File: src/rtl/alu_rs_param.sv
// Integer ALU reservation station: dual-CDB operand wakeup, single-cycle ALU, result held under valid/ready.
// Define ALU_RS_AGE_SELECT_EN for oldest-ready issue via an age matrix; otherwise lowest-index ready issues.
module alu_rs_param #(
  parameter int DEPTH = 4,
  parameter int TAG_W = 6,
  parameter int XLEN  = 32
) (
  input  logic                     clock,
  input  logic                     reset,
  input  logic                     flush,
  input  logic                     disp_valid,
  output logic                     disp_ready,
  input  logic [6:0]               disp_op,
  input  logic [2:0]               disp_funct3,
  input  logic                     disp_flag,
  input  logic [TAG_W-1:0]         disp_tag,
  input  logic [XLEN-1:0]          disp_src1,
  input  logic [XLEN-1:0]          disp_src2,
  input  logic                     disp_rdy1,
  input  logic                     disp_rdy2,
  input  logic [TAG_W-1:0]         disp_q1,
  input  logic [TAG_W-1:0]         disp_q2,
  input  logic                     cdb0_valid,
  input  logic [TAG_W-1:0]         cdb0_tag,
  input  logic [XLEN-1:0]          cdb0_data,
  input  logic                     cdb1_valid,
  input  logic [TAG_W-1:0]         cdb1_tag,
  input  logic [XLEN-1:0]          cdb1_data,
  output logic                     out_valid,
  input  logic                     out_ready,
  output logic [TAG_W-1:0]         out_tag,
  output logic [XLEN-1:0]          out_data,
  output logic [$clog2(DEPTH):0]   free_count
);
  localparam int IDX_W = $clog2(DEPTH);
  localparam int CNT_W = $clog2(DEPTH) + 1;
  localparam int SH_W  = $clog2(XLEN);
  localparam logic [6:0] OP_R = 7'b0110011;
  localparam logic [6:0] OP_I = 7'b0010011;

  typedef struct packed {
    logic             busy;
    logic [TAG_W-1:0] tag;
    logic [2:0]       funct3;
    logic             flag;
    logic             rdy1;
    logic             rdy2;
    logic [TAG_W-1:0] q1;
    logic [TAG_W-1:0] q2;
    logic [XLEN-1:0]  src1;
    logic [XLEN-1:0]  src2;
  } ent_t;

  ent_t             ent_q [DEPTH];
  ent_t             ent_d [DEPTH];
  logic             out_valid_q, out_valid_d;
  logic [TAG_W-1:0] out_tag_q, out_tag_d;
  logic [XLEN-1:0]  out_data_q, out_data_d;
  logic [CNT_W-1:0] free_cnt;
  logic [IDX_W-1:0] free_idx, iss_idx;
  logic [DEPTH-1:0] ready_vec;
  logic             issue_fire, disp_fire, disp_keep;

  // Returns {rdy, value}; CDB0 wins when both ports carry the awaited tag.
  function automatic logic [XLEN:0] snoop(input logic rdy, input logic [TAG_W-1:0] q,
                                          input logic [XLEN-1:0] val);
    snoop = {rdy, val};
    if (!rdy) begin
      if (cdb0_valid && cdb0_tag == q)      snoop = {1'b1, cdb0_data};
      else if (cdb1_valid && cdb1_tag == q) snoop = {1'b1, cdb1_data};
    end
  endfunction

  function automatic logic [XLEN-1:0] alu(input ent_t e);
    logic [SH_W-1:0] sh;
    sh  = e.src2[SH_W-1:0];
    alu = '0;
    case (e.funct3)
      3'b000:  alu = e.flag ? e.src1 - e.src2 : e.src1 + e.src2;
      3'b001:  alu = e.src1 << sh;
      3'b010:  alu = {{(XLEN-1){1'b0}}, $signed(e.src1) < $signed(e.src2)};
      3'b011:  alu = {{(XLEN-1){1'b0}}, e.src1 < e.src2};
      3'b100:  alu = e.src1 ^ e.src2;
      3'b101:  if (e.flag) alu = $signed(e.src1) >>> sh; else alu = e.src1 >> sh;
      3'b110:  alu = e.src1 | e.src2;
      default: alu = e.src1 & e.src2;
    endcase
  endfunction

  always_comb begin
    free_cnt  = '0;
    free_idx  = '0;
    ready_vec = '0;
    for (int i = DEPTH - 1; i >= 0; i--) begin
      if (!ent_q[i].busy) begin
        free_cnt = free_cnt + CNT_W'(1);
        free_idx = IDX_W'(i);
      end
      ready_vec[i] = ent_q[i].busy && ent_q[i].rdy1 && ent_q[i].rdy2;
    end
  end

`ifdef ALU_RS_AGE_SELECT_EN
  // age_q[i][j] set means entry j was dispatched before entry i.
  logic [DEPTH-1:0] age_q [DEPTH];
  logic [DEPTH-1:0] age_d [DEPTH];
  logic [DEPTH-1:0] busy_vec, iss_mask;

  always_comb begin
    iss_idx = '0;
    for (int i = DEPTH - 1; i >= 0; i--)
      if (ready_vec[i] && (ready_vec & age_q[i]) == '0) iss_idx = IDX_W'(i);
  end

  always_comb begin
    busy_vec = '0;
    iss_mask = '0;
    for (int i = 0; i < DEPTH; i++) begin
      busy_vec[i] = ent_q[i].busy;
      age_d[i]    = age_q[i];
    end
    if (issue_fire) begin
      iss_mask[iss_idx] = 1'b1;
      for (int i = 0; i < DEPTH; i++) age_d[i][iss_idx] = 1'b0;
    end
    if (disp_keep) begin
      for (int i = 0; i < DEPTH; i++) age_d[i][free_idx] = 1'b0;
      age_d[free_idx] = busy_vec & ~iss_mask;
    end
    if (flush)
      for (int i = 0; i < DEPTH; i++) age_d[i] = '0;
  end

  always_ff @(posedge clock or posedge reset) begin
    if (reset) for (int i = 0; i < DEPTH; i++) age_q[i] <= '0;
    else       for (int i = 0; i < DEPTH; i++) age_q[i] <= age_d[i];
  end
`else
  always_comb begin
    iss_idx = '0;
    for (int i = DEPTH - 1; i >= 0; i--)
      if (ready_vec[i]) iss_idx = IDX_W'(i);
  end
`endif

  always_comb begin
    ent_d       = ent_q;
    out_valid_d = out_valid_q;
    out_tag_d   = out_tag_q;
    out_data_d  = out_data_q;
    issue_fire  = (ready_vec != '0) && (!out_valid_q || out_ready) && !flush;
    disp_fire   = disp_valid && (free_cnt != '0) && !flush;
    disp_keep   = disp_fire && (disp_op == OP_R || disp_op == OP_I);

    for (int i = 0; i < DEPTH; i++) begin
      if (ent_q[i].busy) begin
        {ent_d[i].rdy1, ent_d[i].src1} = snoop(ent_q[i].rdy1, ent_q[i].q1, ent_q[i].src1);
        {ent_d[i].rdy2, ent_d[i].src2} = snoop(ent_q[i].rdy2, ent_q[i].q2, ent_q[i].src2);
      end
    end

    if (issue_fire) begin
      ent_d[iss_idx].busy = 1'b0;
      out_valid_d = 1'b1;
      out_tag_d   = ent_q[iss_idx].tag;
      out_data_d  = alu(ent_q[iss_idx]);
    end else if (out_ready) begin
      out_valid_d = 1'b0;
    end

    // The sub select only applies to R-type adds; srai keeps its flag.
    if (disp_keep) begin
      ent_d[free_idx].busy   = 1'b1;
      ent_d[free_idx].tag    = disp_tag;
      ent_d[free_idx].funct3 = disp_funct3;
      ent_d[free_idx].flag   = disp_flag && (disp_op == OP_R || disp_funct3 != 3'b000);
      ent_d[free_idx].q1     = disp_q1;
      ent_d[free_idx].q2     = disp_q2;
      {ent_d[free_idx].rdy1, ent_d[free_idx].src1} = snoop(disp_rdy1, disp_q1, disp_src1);
      {ent_d[free_idx].rdy2, ent_d[free_idx].src2} = snoop(disp_rdy2, disp_q2, disp_src2);
    end

    if (flush) begin
      for (int i = 0; i < DEPTH; i++) ent_d[i].busy = 1'b0;
      out_valid_d = 1'b0;
    end
  end

  always_ff @(posedge clock or posedge reset) begin
    if (reset) begin
      for (int i = 0; i < DEPTH; i++) ent_q[i] <= '0;
      out_valid_q <= 1'b0;
      out_tag_q   <= '0;
      out_data_q  <= '0;
    end else begin
      for (int i = 0; i < DEPTH; i++) ent_q[i] <= ent_d[i];
      out_valid_q <= out_valid_d;
      out_tag_q   <= out_tag_d;
      out_data_q  <= out_data_d;
    end
  end

  assign disp_ready = (free_cnt != '0);
  assign free_count = free_cnt;
  assign out_valid  = out_valid_q;
  assign out_tag    = out_tag_q;
  assign out_data   = out_data_q;
endmodule

File: config.mk
export PLATFORM = sky130hd
export DESIGN_NAME = alu_rs_param
export DESIGN_NICKNAME = d
export VERILOG_FILES = /design/src/rtl/alu_rs_param.sv
export SDC_FILE = /design/constraint.sdc
export NUM_CORES = 2
export LEC_CHECK = 0
export ABC_AREA = 1
export CORE_UTILIZATION = 50
export DETAILED_ROUTE_END_ITERATION = 10
export PLACE_DENSITY_LB_ADDON = 0.12
export SLEW_MARGIN = 25
export SYNTH_ARGS = -nofsm -noshare
export SYNTH_HDL_FRONTEND = slang
export SYNTH_SLANG_ARGS = --single-unit
File: constraint.sdc
create_clock -name clock -period 20.1 [get_ports clock]
set_input_delay 5.025 -clock clock [delete_from_list [all_inputs] [get_ports clock]]
set_output_delay 5.025 -clock clock [all_outputs]
set_load 0.005 [all_outputs]
### Word-level counts from Yosys, hierarchy flattened

Index checks and enable logic that the tools add are counted.

* register bits: 395
* input port bits: 178
* output and inout bits: 43

* add/sub/neg operators: 5
* order comparisons: 6
* equal/unequal tests: 28
* shifts and indexed selects: 3
* mux-type cells: 100
* bitwise logic cells: 5
* reductions and logical operators: 46

Operators by type and width (number)
* 356-bit bitwise mux: 11
* 89-bit demux with 2-bit select: 11
* 33-bit two-way mux: 32
* 356-bit two-way mux: 2
* 64-bit two-way mux: 5
* 88-bit two-way mux: 3
* 32-bit case mux with 7 select lines: 1
* 89-bit binary-select mux with 2-bit select: 1
* 89-bit two-way mux: 2
* 6-bit == test: 20
* 32-bit two-way mux: 3
* 82-bit two-way mux: 1
* 79-bit two-way mux: 1
* 78-bit two-way mux: 1
* 77-bit two-way mux: 1
* 76-bit two-way mux: 1
* 70-bit two-way mux: 1
* 32-bit < comparator: 2
* 1-bit logical AND: 36
* 32-bit adder: 1
* 32-bit bitwise AND: 1
* 32-bit bitwise OR: 1
* 32-bit by 5-bit left shift with 32-bit output: 1
* 32-bit by 5-bit right shift with 32-bit output: 1
* other kinds (20): 53

### Logic depth before layout (Yosys ltp)

* word-level depth: 25
* mapped depth: 33

### Worst setup path before layout

OpenSTA, ideal clock, no wires.

* kind: input-to-reg
* start point: input cdb0_tag[0]
* end point: register ent_q[313] (netlist name)
* setup time: 0.134 ns
* arrival time: 6.835 ns
* slack: 13.130 ns
* stages on the path: 16
* path buffers: 3
* cells stage by stage: buf_2 -> inv_1 -> buf_2 -> nand2_1 -> o211ai_1 -> a2111oi_2 -> nand2_1 -> nand2_1 -> nand2_1 -> nor2_2 -> inv_2 -> clkbuf_1 -> nand2_1 -> o21ai_0 -> nand2_1 -> o21ai_0

RTL lines
* start: declaration: line 24 `input logic [TAG_W-1:0] cdb0_tag,`

==> out/metrics.cfg <==
[status]
status=complete, but fails checks
violations=design-rule violations

[floorplan]
die_x_um=270
initial_core_util=0.509
row_count=97
die_area_um2=72800
ios=221
core-area_um2=70500
die_h_um=270

[place]
globalplace.congestion=1.09
dpl.hpwl_um=119000
numPortBuffers=220
pre_cts_ws_ns=10.77

[timing]
finalHoldViolations=0
slew_violations=0
fin_worst_skew_ns=0.0420
rsz0062_at_grt=no
fin_crit_ns=8.87
fmax_ghz=0.113
setup_viol=0
worst_slew_pin_slew_ns=1.19
fin_ws_ns=11.23
hold_ws_ns=0.474
max_slew_margin=0.199
fin_crit_sh=0.441
tns_ns=0

[clock_tree]
clock-root-buffer=clkbuf_16
cts_sinks=395
cts_max_path_buffers=3
numCtsBuffers=48
path_clk_slew_ns=0.06
clock_latency_ns=0.64
cts_tree=done
post-cts-setup-buffers=0
cts_resized=0
cts-htree-levels=2
hold_buffers=0

[synthesis]
syn-num-nets=5936
yosys_warnings=0
synth_top_area_share=0.276
ys_ff_latch=395
synth.area.top_cells=dfrtp_1 (28%), nand2_1 (14%), o21ai_0 (12%)
synth.avg_cell_area_um2=6.34
synth_flop_cell=dfrtp_1
synth-async-reset-ratio=1.00
synth_top_cell_by_area=dfrtp_1
syn_inst=5655
ys_seq_area_frac=0.276
synth_edf_count=0
syn_area_um2=35900
ys_types=62

[layout]
fillers=7150
mostFrequentLayoutCells=nand2_1 (1,303), o21ai_0 (846), inv_1 (703), nand3_1 (406), dfrtp_1 (395)
layout-drive-gt1-share=0.0426
nets=5886
layout_commonest_cell=nand2_1
syn_to_final_growth_pct=11.6
final_core_util=0.567

[critical_path]
cp_common_cell=nand2_1
slowest_delay_ns=0.84
arrival_ns=9.34
crit_path_start_kind=input port
cpMaxStageDelayCell=buf_4
crit_chain=clkdlybuf4s50_1, inv_1, nand2_1, nor3_1, nand2_1, inv_2, nand3_2, inv_4, buf_4, o21ai_0
critPathRequiredTime_ns=20.56
crit_path_end_kind=flop
critPathTopFamily=buffers and inverters
cp_max_fo=82
critPathKind=in2reg
crit_buf_inv=5

[grt]
grt_usage=0.467
antenna_found_initial=19
grt_pass1_wl_um=257000
grt.overflow.total=0
grt_max_degree=92
grt_pass1_vias=39400

[detailed_routing]
drcViolationCount=5
drt-initial-drc-count=6396
wl_per_cell_um=26.5
antenna_left=0
vias_per_cell=6.48
drt_pre_antenna_iters=11
vias=42700
drt-total-wl_um=175000

[pwr]
ir_drop_uv=65.7
pwr-share-clk=0.363
power_density_nw_per_um2=63.3
sw_frac_of_total=0.381
seq_power_share=0.326
intPower_uw=1570
finalPower_uw=2530
power_leakage_uw=0.0185
p_sw_uw=966
combinationalPowerShare=0.311

[job]
cap_viol_max_count=0

[hold_path]
hold_class=reg2reg

[cell usage after synthesis (3+ instances only)]
| master | count |
|---|---|
| inv_2 | 19 |
| a31oi_1 | 12 |
| nand3b_1 | 68 |
| o21ai_0 | 846 |
| nand3_4 | 3 |
| o21bai_1 | 5 |
| o32ai_1 | 32 |
| nand2_1 | 1310 |
| o21ai_1 | 30 |
| o211ai_1 | 280 |
| clkinv_1 | 7 |
| buf_1 | 29 |
| o22ai_1 | 89 |
| nor2_2 | 7 |
| a221oi_1 | 13 |
| xnor2_1 | 5 |
| clkbuf_1 | 244 |
| nor3_1 | 30 |
| nand2_2 | 4 |
| a21o_1 | 11 |
| a21boi_0 | 7 |
| a211oi_1 | 10 |
| dfrtp_1 | 395 |
| nor3b_1 | 3 |
| nor2_1 | 320 |
| inv_1 | 708 |
| o221ai_1 | 13 |
| and2_1 | 9 |
| a21oi_1 | 282 |
| buf_4 | 15 |
| o31ai_1 | 34 |
| nor4_1 | 9 |
| o2111ai_1 | 42 |
| a2111oi_0 | 15 |
| o21a_1 | 24 |
| or2_2 | 5 |
| o21ai_2 | 4 |
| nand3_1 | 409 |
| nand2_4 | 5 |
| ha_1 | 101 |
| buf_2 | 107 |
| nand4_1 | 36 |
| xor2_1 | 31 |
[worst paths after layout]
path	start	slack [ns]	cells after the start	to
setup / recovery	flush	11.23	10	ent_q[119]$_DFF_PP0_
hold / removal	out_data[18]$_DFFE_PP0P_	0.47	2	out_data[18]$_DFFE_PP0P_
setup reg to reg	ent_q[355]$_DFF_PP0_	13.05	26	out_data[28]$_DFFE_PP0P_
hold reg to reg	out_data[18]$_DFFE_PP0P_	0.47	2	out_data[18]$_DFFE_PP0P_
max in group asynchronous	reset	12.87	4	ent_q[203]$_DFF_PP0_
min in group asynchronous	reset	4.89	2	out_tag[3]$_DFFE_PP0P_
[stage by stage]
step,cells,cell area [um2]
after detailed placement,6494,38300
final,6593,40000
after global placement,6494,38300
after global routing,6590,40000
after floorplan,5655,35900
after CTS,6578,39900
[power groups by stage]
| stage | sequential [uW] | combinational [uW] | clock [uW] |
|---|---|---|---|
| after global routing | 828 | 841 | 947 |
| after CTS | 826 | 751 | 917 |
| after detailed placement | 840 | 748 | 0 |
| after global placement | 839 | 750 | 0 |
| final | 826 | 788 | 918 |
| after floorplan | 837 | 464 | 0 |
[cell families after synthesis]
group	count (synthesis)	share of synthesized area
fa+ha+maj	103	0.0364
flops	395	0.276
compound gates	1759	0.289
mux	1	0.000279
simple gates	2230	0.266
buf+inv	1130	0.124
xor+xnor	37	0.00925
[tightest hold or removal path: stages, from the launching register on]
cell and delay, ns:
dfrtp_1 0.34, nand2_1 0.05, nand2_1 0.05
[layer usage]
layer	GRT usage	part of all wire	vias to the layer above
met1	0.592	0.37	19700
met5	0.0197	0.0014	-
met3	0.138	0.14	740
met2	0.692	0.41	3222
li1	-	-	19000
met4	0.292	0.076	12
[state kept, by name, summed over array words and instances, names as in the netlist]
name	cells
ent_q	356
out_tag	6
out_valid	1
out_data	32
[layout make-up]
type / count / area [um2] / area share
flip-flops and latches: 395 / 9880 / 0.247
well taps: 940 / 1180 / 0.0294
clock buffers: 74 / 1440 / 0.0360
inverters: 734 / 2770 / 0.0691
multi-input cells: 4130 / 21700 / 0.543
repair buffers: 296 / 2790 / 0.0698
clock inverters: 10 / 186 / 0.00466
diodes: 14 / 35.0 / 0.000876
Power figures use the tool's default switching activity.
